### src/rtl/jtframe_mouse_ps2.sv
// PS/2 mouse receiver: filters ps2_clk, deserialises 11-bit frames and
// assembles 3-byte stream packets into signed 9-bit deltas plus buttons.
module jtframe_mouse_ps2 #(
  parameter int unsigned FILT   = 8,
  parameter int unsigned TOUT_W = 16,
  parameter bit          SAT    = 1'b1
) (
  input  logic       clk,
  input  logic       rst,
  input  logic       ps2_clk,
  input  logic       ps2_data,
  output logic [8:0] mouse_dx,
  output logic [8:0] mouse_dy,
  output logic [2:0] mouse_but,
  output logic       mouse_st,
  output logic       frame_err
);

  localparam int unsigned CW = (FILT > 1) ? $clog2(FILT + 1) : 1;

  typedef enum logic [1:0] {B0, B1, B2} pkt_t;

  pkt_t              state, state_nx;
  logic              clk_s1, clk_s2, dat_s1, dat_s2;
  logic              filt_clk;
  logic [CW-1:0]     filt_cnt;
  logic              fall;
  logic [3:0]        bit_cnt;
  logic [7:0]        sh;
  logic              par;
  logic              frame_ok, frame_bad;
  logic              byte_ok;
  logic [TOUT_W-1:0] tout_cnt;
  logic              tout_active, tout_fire;
  logic              load_hdr, load_x, load_out, discard;
  logic              xs, ys, xo, yo;
  logic [2:0]        but_l;
  logic [7:0]        x_byte;
  logic [8:0]        dx_nx, dy_nx;

  always_ff @(posedge clk) begin
    if (rst) begin
      clk_s1 <= 1'b1;
      clk_s2 <= 1'b1;
      dat_s1 <= 1'b1;
      dat_s2 <= 1'b1;
    end else begin
      clk_s1 <= ps2_clk;
      clk_s2 <= clk_s1;
      dat_s1 <= ps2_data;
      dat_s2 <= dat_s1;
    end
  end

  always_ff @(posedge clk) begin
    if (rst) begin
      filt_clk <= 1'b1;
      filt_cnt <= '0;
    end else if (clk_s2 != filt_clk) begin
      if (filt_cnt == CW'(FILT - 1)) begin
        filt_clk <= clk_s2;
        filt_cnt <= '0;
      end else begin
        filt_cnt <= filt_cnt + 1'b1;
      end
    end else begin
      filt_cnt <= '0;
    end
  end

  // The fall is flagged in the cycle the filter is about to toggle, so data is sampled then
  assign fall        = filt_clk & ~clk_s2 & (filt_cnt == CW'(FILT - 1));
  assign frame_ok    = (^{sh, par}) & dat_s2;
  assign frame_bad   = fall & (bit_cnt == 4'd10) & ~frame_ok;
  assign tout_active = (bit_cnt != 4'd0) || (state != B0);
  assign tout_fire   = ~fall & tout_active & (tout_cnt == '1);

  always_ff @(posedge clk) begin
    if (rst) begin
      bit_cnt  <= '0;
      sh       <= '0;
      par      <= 1'b0;
      byte_ok  <= 1'b0;
      tout_cnt <= '0;
    end else begin
      byte_ok <= 1'b0;
      if (fall) begin
        tout_cnt <= '0;
        if (bit_cnt == 4'd0) begin
          if (!dat_s2) bit_cnt <= 4'd1;
        end else if (bit_cnt == 4'd10) begin
          bit_cnt <= '0;
          byte_ok <= frame_ok;
        end else begin
          if (bit_cnt <= 4'd8) sh <= {dat_s2, sh[7:1]};
          else                 par <= dat_s2;
          bit_cnt <= bit_cnt + 4'd1;
        end
      end else if (tout_fire) begin
        bit_cnt  <= '0;
        tout_cnt <= '0;
      end else if (tout_active) begin
        tout_cnt <= tout_cnt + 1'b1;
      end
    end
  end

  always_ff @(posedge clk) begin
    if (rst) state <= B0;
    else     state <= state_nx;
  end

  always_comb begin
    state_nx = state;
    load_hdr = 1'b0;
    load_x   = 1'b0;
    load_out = 1'b0;
    discard  = 1'b0;
    if (tout_fire) begin
      state_nx = B0;
    end else if (frame_bad) begin
      state_nx = B0;
    end else if (byte_ok) begin
      case (state)
        B0: begin
          if (sh[3]) begin
            load_hdr = 1'b1;
            state_nx = B1;
          end else begin
            discard = 1'b1;
          end
        end
        B1: begin
          load_x   = 1'b1;
          state_nx = B2;
        end
        B2: begin
          load_out = 1'b1;
          state_nx = B0;
        end
        default: state_nx = B0;
      endcase
    end
  end

  always_comb begin
    dx_nx = {xs, x_byte};
    dy_nx = {ys, sh};
    if (SAT && xo) dx_nx = xs ? 9'h100 : 9'h0FF;
    if (SAT && yo) dy_nx = ys ? 9'h100 : 9'h0FF;
  end

  always_ff @(posedge clk) begin
    if (rst) begin
      but_l     <= '0;
      xs        <= 1'b0;
      ys        <= 1'b0;
      xo        <= 1'b0;
      yo        <= 1'b0;
      x_byte    <= '0;
      mouse_dx  <= '0;
      mouse_dy  <= '0;
      mouse_but <= '0;
      mouse_st  <= 1'b0;
      frame_err <= 1'b0;
    end else begin
      mouse_st  <= load_out;
      frame_err <= frame_bad | tout_fire | discard;
      if (load_hdr) begin
        but_l <= sh[2:0];
        xs    <= sh[4];
        ys    <= sh[5];
        xo    <= sh[6];
        yo    <= sh[7];
      end
      if (load_x) x_byte <= sh;
      if (load_out) begin
        mouse_dx  <= dx_nx;
        mouse_dy  <= dy_nx;
        mouse_but <= but_l;
      end
    end
  end

endmodule

### config.mk
export PLATFORM = sky130hd
export DESIGN_NAME = jtframe_mouse_ps2
export DESIGN_NICKNAME = d
export VERILOG_FILES = /design/src/rtl/jtframe_mouse_ps2.sv
export SDC_FILE = /design/constraint.sdc
export NUM_CORES = 1
export LEC_CHECK = 0
export ABC_AREA = 0
export BUFFER_PORTS_ARGS = -buffer_cell sky130_fd_sc_hd__buf_4
export CAP_MARGIN = 40
export CELL_PAD_IN_SITES_DETAIL_PLACEMENT = 2
export CELL_PAD_IN_SITES_GLOBAL_PLACEMENT = 2
export CORE_ASPECT_RATIO = 1.2
export CORE_MARGIN = 3
export CORE_UTILIZATION = 41
export CTS_BUF_LIST = sky130_fd_sc_hd__clkbuf_2
export DETAILED_ROUTE_END_ITERATION = 10
export MAX_ROUTING_LAYER = met4
export PLACE_DENSITY_LB_ADDON = 0.1
export SETUP_SLACK_MARGIN = 0.4
export SYNTH_ARGS = -nofsm -noshare
export SYNTH_HDL_FRONTEND = slang
export SYNTH_SLANG_ARGS = --single-unit
### constraint.sdc
create_clock -name clk -period 3.3 [get_ports clk]
set_clock_uncertainty 0.1 [all_clocks]
set_input_delay 0.165 -clock clk [delete_from_list [all_inputs] [get_ports clk]]
set_output_delay 0.165 -clock clk [all_outputs]
set_load 0.01 [all_outputs]
==> impl_metrics.ini, run 1 <==
[outcome]
status = finished clean

[worst_setup_path]
max_stage_delay_ps = 440
end_kind = flip-flop
critical-path-top-delay-family = simple AND/OR/NAND/NOR gates
r2r_cells = 8
critPathLaunchType = flip-flop
cp_max_fo = 10
crit_type = reg -> reg
cp_data_arrival_time_ps = 3030
slowest_stage = and2_1
r2r-start = filt_cnt[0]
timing.rr.end = yo
required_ps = 3680
cp_cell_sequence = ha_1, nand4b_1, buf_4, nand4_1, o31a_1, and2_1, nand3_1, o21ai_0
crit_path_start = filt_cnt[0]
rrSetupSlack_ps = 650
path_buf_inv = 1

[yosys]
yosysSeqAreaShare_pct = 46.8
synth_edf_count = 0
ys.flop_type = dfxtp_1
yosys_warnings = 0
yosysMostFrequentCell = dfxtp_1
yosys_register_bits = 79
synth_commonest_cells = 79 x dfxtp_1, 45 x nand2_1, 43 x nor2_1
synth_area_leaders = dfxtp_1 47%, o21ai_0 5.9%, nand2_1 5.0%, nor2_1 4.8%, mux2i_1 4.1%
netlist_area_mm2 = 0.00338
yosysTopAreaCell = dfxtp_1
syn_area_per_cell_um2 = 8.75
async_flop_share_pct = 0
synthCells = 386
yosys.area.top_type_share_pct = 46.8
synth.distinct_cells = 40
synthesis.nets = 393

[hold_path]
whs_endpoint = clk_s1
min_from = ps2_clk
holdPathStages = 3
hold_class = in -> reg

[finish]
final_cells = 508
final_core_util_pct = 49.4
drive_gt1_share_pct = 14.4
syn2layout_area_growth_pct = 14.7
finalInstanceArea_mm2 = 0.00387
n_fill_cell = 847
nNetsFinal = 418
n_antenna_cell = 0

[place]
gp_congestion = 0.770
hpwl_mm = 6.46
pre_cts_slack_ps = 448
place_area_mm2 = 0.00366
io_buffers = 26
dp_cells = 488

[floorplan]
die_area_mm2 = 0.00937
initial_utilization_pct = 43.1
design.core.area_mm2 = 0.00784
io_pins = 27
die_w_um = 88.9
rows = 35
die_height_um = 105

[timing]
holdWs_ps = 224
fmax_mhz = 378
hold_violations = 0
worstMarginPinSlew_ps = 553
rsz0062_at_grt = no
slew_headroom_pct = 62.8
finalCritPeriodShare_pct = 80.2
setup_ws_ps = 654
drv_slew = 0
fin_tns_setup_ps = 0
min_period_ps = 2650
finalSetupViolCount = 0

[clocking]
h-tree-depth = 3
clockBufferDepth = 2
cts-root-buf = clkbuf_2
cts_tree = built
insertion_delay_ps = 560
clkTransAtPathRegs_ps = 220
tritoncts.num_buffers = 9
cts_sinks = 79

[grt]
antenna_found_initial = 0
grt_overflow_total = 0
grt_pass1_vias = 3112
grt_pass1_wl_mm = 15.8
grt_max_degree = 47
track_usage_pct = 22.4

[detailed_routing]
drtAntennaViolNets = 0
routedWlPerCell_um = 18.5
vias_per_cell = 5.69
dr.pass1.iters = 4
drc = 0
drt_iter0_markers = 168
routed_wl_mm = 9.39
vias = 2891

[job]
drv_cap = 0

[pwr]
ir_drop_mv = 0.249
total_power_mw = 1.68
p_leak_nw = 1.47
power_density_mw_per_mm2 = 433
==> worst register-to-register path: stages, from the launching register on <==
cell and delay [ps]:
dfxtp_1 410, ha_1 240, nand4b_1 230, buf_4 230, nand4_1 120, o31a_1 310, and2_1 440, nand3_1 270
o21ai_0 240
==> cell families after synthesis <==
family,after synthesis,share of synthesized area (%)
AND/OR/NAND/NOR,154,22.8
AO/OA/AOI/OAI,84,14.0
flip-flops,79,46.8
buffers and inverters,27,3.41
XOR/XNOR,24,7.07
multiplexers,15,4.81
adder cells (fa/ha/maj),3,1.11
==> flip-flops by register name, indices dropped and copies added (netlist names), 2 cells and up <==
name / count
bit_cnt: 4
but_l: 3
filt_cnt: 4
mouse_but: 3
mouse_dx: 9
mouse_dy: 9
sh: 8
state: 2
tout_cnt: 16
x_byte: 8
==> repair_timing <==
action | in CTS | in global routing
buffers inserted | 0 | 1
hold endpoints to repair | 27 | 0
resized for setup | 0 | 3
setup endpoints to repair | 0 | 17
hold buffers | 3 | 0
==> worst max path at each step <==
stage               slack, ps  cells past startpoint     endpoint
floorplan                1110                      8           xs
global placement          460                      7  mouse_dy[1]
detailed placement        450                      8  mouse_dy[2]
CTS                       420                      8  mouse_dy[0]
global route              430                      8           yo
finish                    650                      8           yo
==> cell usage in the layout (no fill, tap or decap), drive strengths merged, types with 3 or more instances in the layout <==
master / Yosys / routed
or2: 6 / 6
bufinv: 0 / 3
nand2: 46 / 46
nand2b: 3 / 3
xnor2: 7 / 7
a211oi: 6 / 6
dfxtp: 79 / 79
dlygate4sd3: 0 / 3
xor2: 15 / 15
o211ai: 10 / 10
a21oi: 19 / 19
inv: 5 / 6
clkbuf: 16 / 10
mux2i: 15 / 15
nor3: 6 / 6
nor2: 43 / 43
nand4: 5 / 5
o21ai: 45 / 45
ha: 3 / 3
and3: 5 / 5
nand3: 14 / 14
buf: 6 / 33
nand3b: 3 / 3
or4: 14 / 14
==> layout make-up <==
cell class | count | area (um^2) | area share (%)
multi-input cells | 280 | 1700 | 44.0
inverters | 5 | 18.8 | 0.484
clock buffers | 10 | 50.0 | 1.29
flip-flops and latches | 79 | 1580 | 40.8
well taps | 92 | 115 | 2.97
clock inverters | 6 | 108 | 2.78
repair buffers | 36 | 298 | 7.69
==> routing by layer <==
metal	GRT usage (%)	part of all wire, %
met4	9.40	2.1
met1	24.6	42
met2	38.9	54
met3	3.83	2.1
met5	-	0
==> where the power goes <==
group	internal [mW]	switching (mW)	total [mW]
clock	0.329	0.355	0.684
combinational	0.0117	0.0226	0.0342
sequential	0.959	0.00162	0.961
total	1.30	0.379	1.68
Note: power is estimated with default switching activity, not from simulation.
==> run 2: changes to the inputs <==
- ABC_AREA: 0 -> 1
- CORE_UTILIZATION: 41 -> 32
- clock period: 3.3 -> 2.4 ns (I/O delays scaled with it)
==> impl_metrics.ini, run 2 <==
[timing]
drv_slew = 0
fin_tns_setup_ps = 0
min_period_ps = 1960
finalSetupViolCount = 0
hold_violations = 0
fmax_mhz = 509
rsz0062_at_grt = yes
slew_headroom_pct = 63.5
worstMarginPinSlew_ps = 548
finalCritPeriodShare_pct = 81.8

[place]
io_buffers = 26
dp_cells = 757
gp_congestion = 0.707
place_area_mm2 = 0.00428
hpwl_mm = 7.74

[outcome]
status = finished clean

[detailed_routing]
drtAntennaViolNets = 0
vias = 3840
route.met3.wl_um = 284
dr.pass1.iters = 4
routed_wl_mm = 12.2
routedWlPerCell_um = 15.2
drt_iter0_markers = 146
drc = 0
vias_per_cell = 4.81
routed.top_layer = met4
wl_met1_mm = 5.43
wl_met2_mm = 6.16

[grt]
grt_pass1_vias = 4051
grt_overflow_total = 0
grt_pass1_wl_mm = 19.5
track_usage_pct = 17.9
grt_max_degree = 51
antenna_found_initial = 0

[clocking]
cts_sinks = 79
tritoncts.num_buffers = 9
insertion_delay_ps = 530
h-tree-depth = 3
clockBufferDepth = 2
clkTransAtPathRegs_ps = 210
cts-root-buf = clkbuf_2
cts_tree = built

[yosys]
synth_top_family_by_area = simple AND/OR/NAND/NOR gates
synthMuxAreaShare_pct = 0
ys.flop_type = dfxtp_1
yosys_register_bits = 79
syn_area_per_cell_um2 = 6.73
yosys.area.top_type_share_pct = 40.0
yosysSeqAreaShare_pct = 40.0
async_flop_share_pct = 0
synth_area_leaders = dfxtp_1 40%, nand2_1 12%, inv_1 12%, nor2_1 6.8%, nand4_1 6.2%
yosysMostFrequentCell = nand2_1
synth_commonest_cells = 129 x nand2_1, 122 x inv_1, 79 x dfxtp_1
synth.distinct_cells = 34
yosys.area_share.simple_pct = 33.9
synthesis.nets = 594
synth_edf_count = 0
netlist_area_mm2 = 0.00395
synth-compound-area-share_pct = 7.60
yosys.area_share.xor_xnor_pct = 1.77
synthCells = 587
yosysTopAreaCell = dfxtp_1
yosys_warnings = 0
synth_fa_ha_area_share_pct = 0.950

[pwr]
power_density_mw_per_mm2 = 408
total_power_mw = 1.96
ir_drop_mv = 0.215
p_leak_nw = 2.03

[finish]
nNetsFinal = 645
final_cells = 799
syn2layout_area_growth_pct = 21.5
largest_reg_flops = 16
final_cell_mix = 118 x inv_1, 117 x nand2_1, 71 x nor2_1, 64 x dfxtp_1, 45 x buf_4
n_antenna_cell = 0
top_regs = tout_cnt: 16 flops, mouse_dx: 9 flops, mouse_dy: 9 flops
regMostFlops = tout_cnt
finalInstanceArea_mm2 = 0.00480
final_core_util_pct = 40.6
drive_gt1_share_pct = 21.3
layout_commonest_cell = inv_1

[floorplan]
rows = 43
die_height_um = 128
io_pins = 27
die_w_um = 107
design.core.area_mm2 = 0.0118
initial_utilization_pct = 33.4
die_area_mm2 = 0.0137

[worst_setup_path]
crit_path_frequent_cell = nand2_1
slowest_stage = dfxtp_2
critical-path-top-delay-family = simple AND/OR/NAND/NOR gates
crit_type = reg -> reg
cp_data_arrival_time_ps = 2340
path_buf_inv = 3
critPathLaunchType = flip-flop
cp_max_fo = 7
max_stage_delay_ps = 410
required_ps = 2770
end_kind = flip-flop
cp_cell_sequence = inv_4, nand2_2, nand2_1, nand2_1, nand3_1, nand2_1, nand2_2, nand3_4, nand2_8, buf_8, buf_4, nand4_1, nand2_1, nor2_1

[hold_path]
hold_class = in -> reg

[job]
drv_cap = 0
==> run 2: cell count changes after synthesis, sizes merged, moves of 15 or more <==
cell   previous run  this run
nand2            46       133
inv               5       128
mux2i            15         0
nand4             5        39
o21ai            45        29
nor2             43        78
==> run 2: final timing paths <==
check | startpoint | to | slack (ps) | cells past startpoint
worst min-delay path | rst | par | 290 | 3
worst max-delay path | sh[0] | x_byte[4] | 440 | 14
worst max register to register | sh[0] | x_byte[4] | 440 | 14
worst min register to register | clk_s1 | clk_s2 | 340 | 1
==> run 2: what timing repair did <==
action	in CTS	in global routing
resized for setup	7	55
endpoints found under the setup margin	43	57
setup buffers	4	14
hold buffers	5	0
pin swaps	3	10
endpoints found under the hold margin	12	0
gates cloned	1	3
==> run 2: cell families after synthesis <==
group,after synthesis
compound gates,58
fa+ha+maj,3
buf+inv,151
xor+xnor,8
flops,79
simple gates,288
==> run 2: cell type report <==
| cell class | instances | area [um^2] |
|---|---|---|
| clock buffers | 12 | 60.1 |
| clock inverters | 3 | 11.3 |
| fillers | 1433 | 7030 |
| inverters | 129 | 492 |
| multi-input cells | 360 | 1910 |
| flip-flops and latches | 79 | 1600 |
| well taps | 157 | 196 |
| repair buffers | 59 | 528 |
==> run 2: stage by stage <==
stage               hold WS (ps)  worst slack [ps]
floorplan                    124               695
global placement             207               220
detailed placement           208              87.2
CTS                          226               410
global route                 290               324
finish                       292               436
==> run 2: power by group <==
part / switching [mW] / internal [mW]
combinational: 0.0353 / 0.0217
sequential: 0.00242 / 1.32
clock: 0.451 / 0.135
==> run 2: worst register-to-register path, cell delays in order, from the launching register on <==
cell,delay [ps]
dfxtp_2,410
inv_4,60
nand2_2,70
nand2_1,50
nand2_1,80
nand3_1,140
nand2_1,130
nand2_2,80
nand3_4,100
nand2_8,110
buf_8,170
buf_4,130
nand4_1,100
nand2_1,80
nor2_1,110
==> run 2: layer usage <==
| metal | track usage [%] | vias to the layer above |
|---|---|---|
| met3 | 1.91 | 24 |
| met5 | - | - |
| met4 | 6.02 | 0 |
| met2 | 31.1 | 49 |
| met1 | 21.7 | 1849 |
| li1 | - | 1918 |
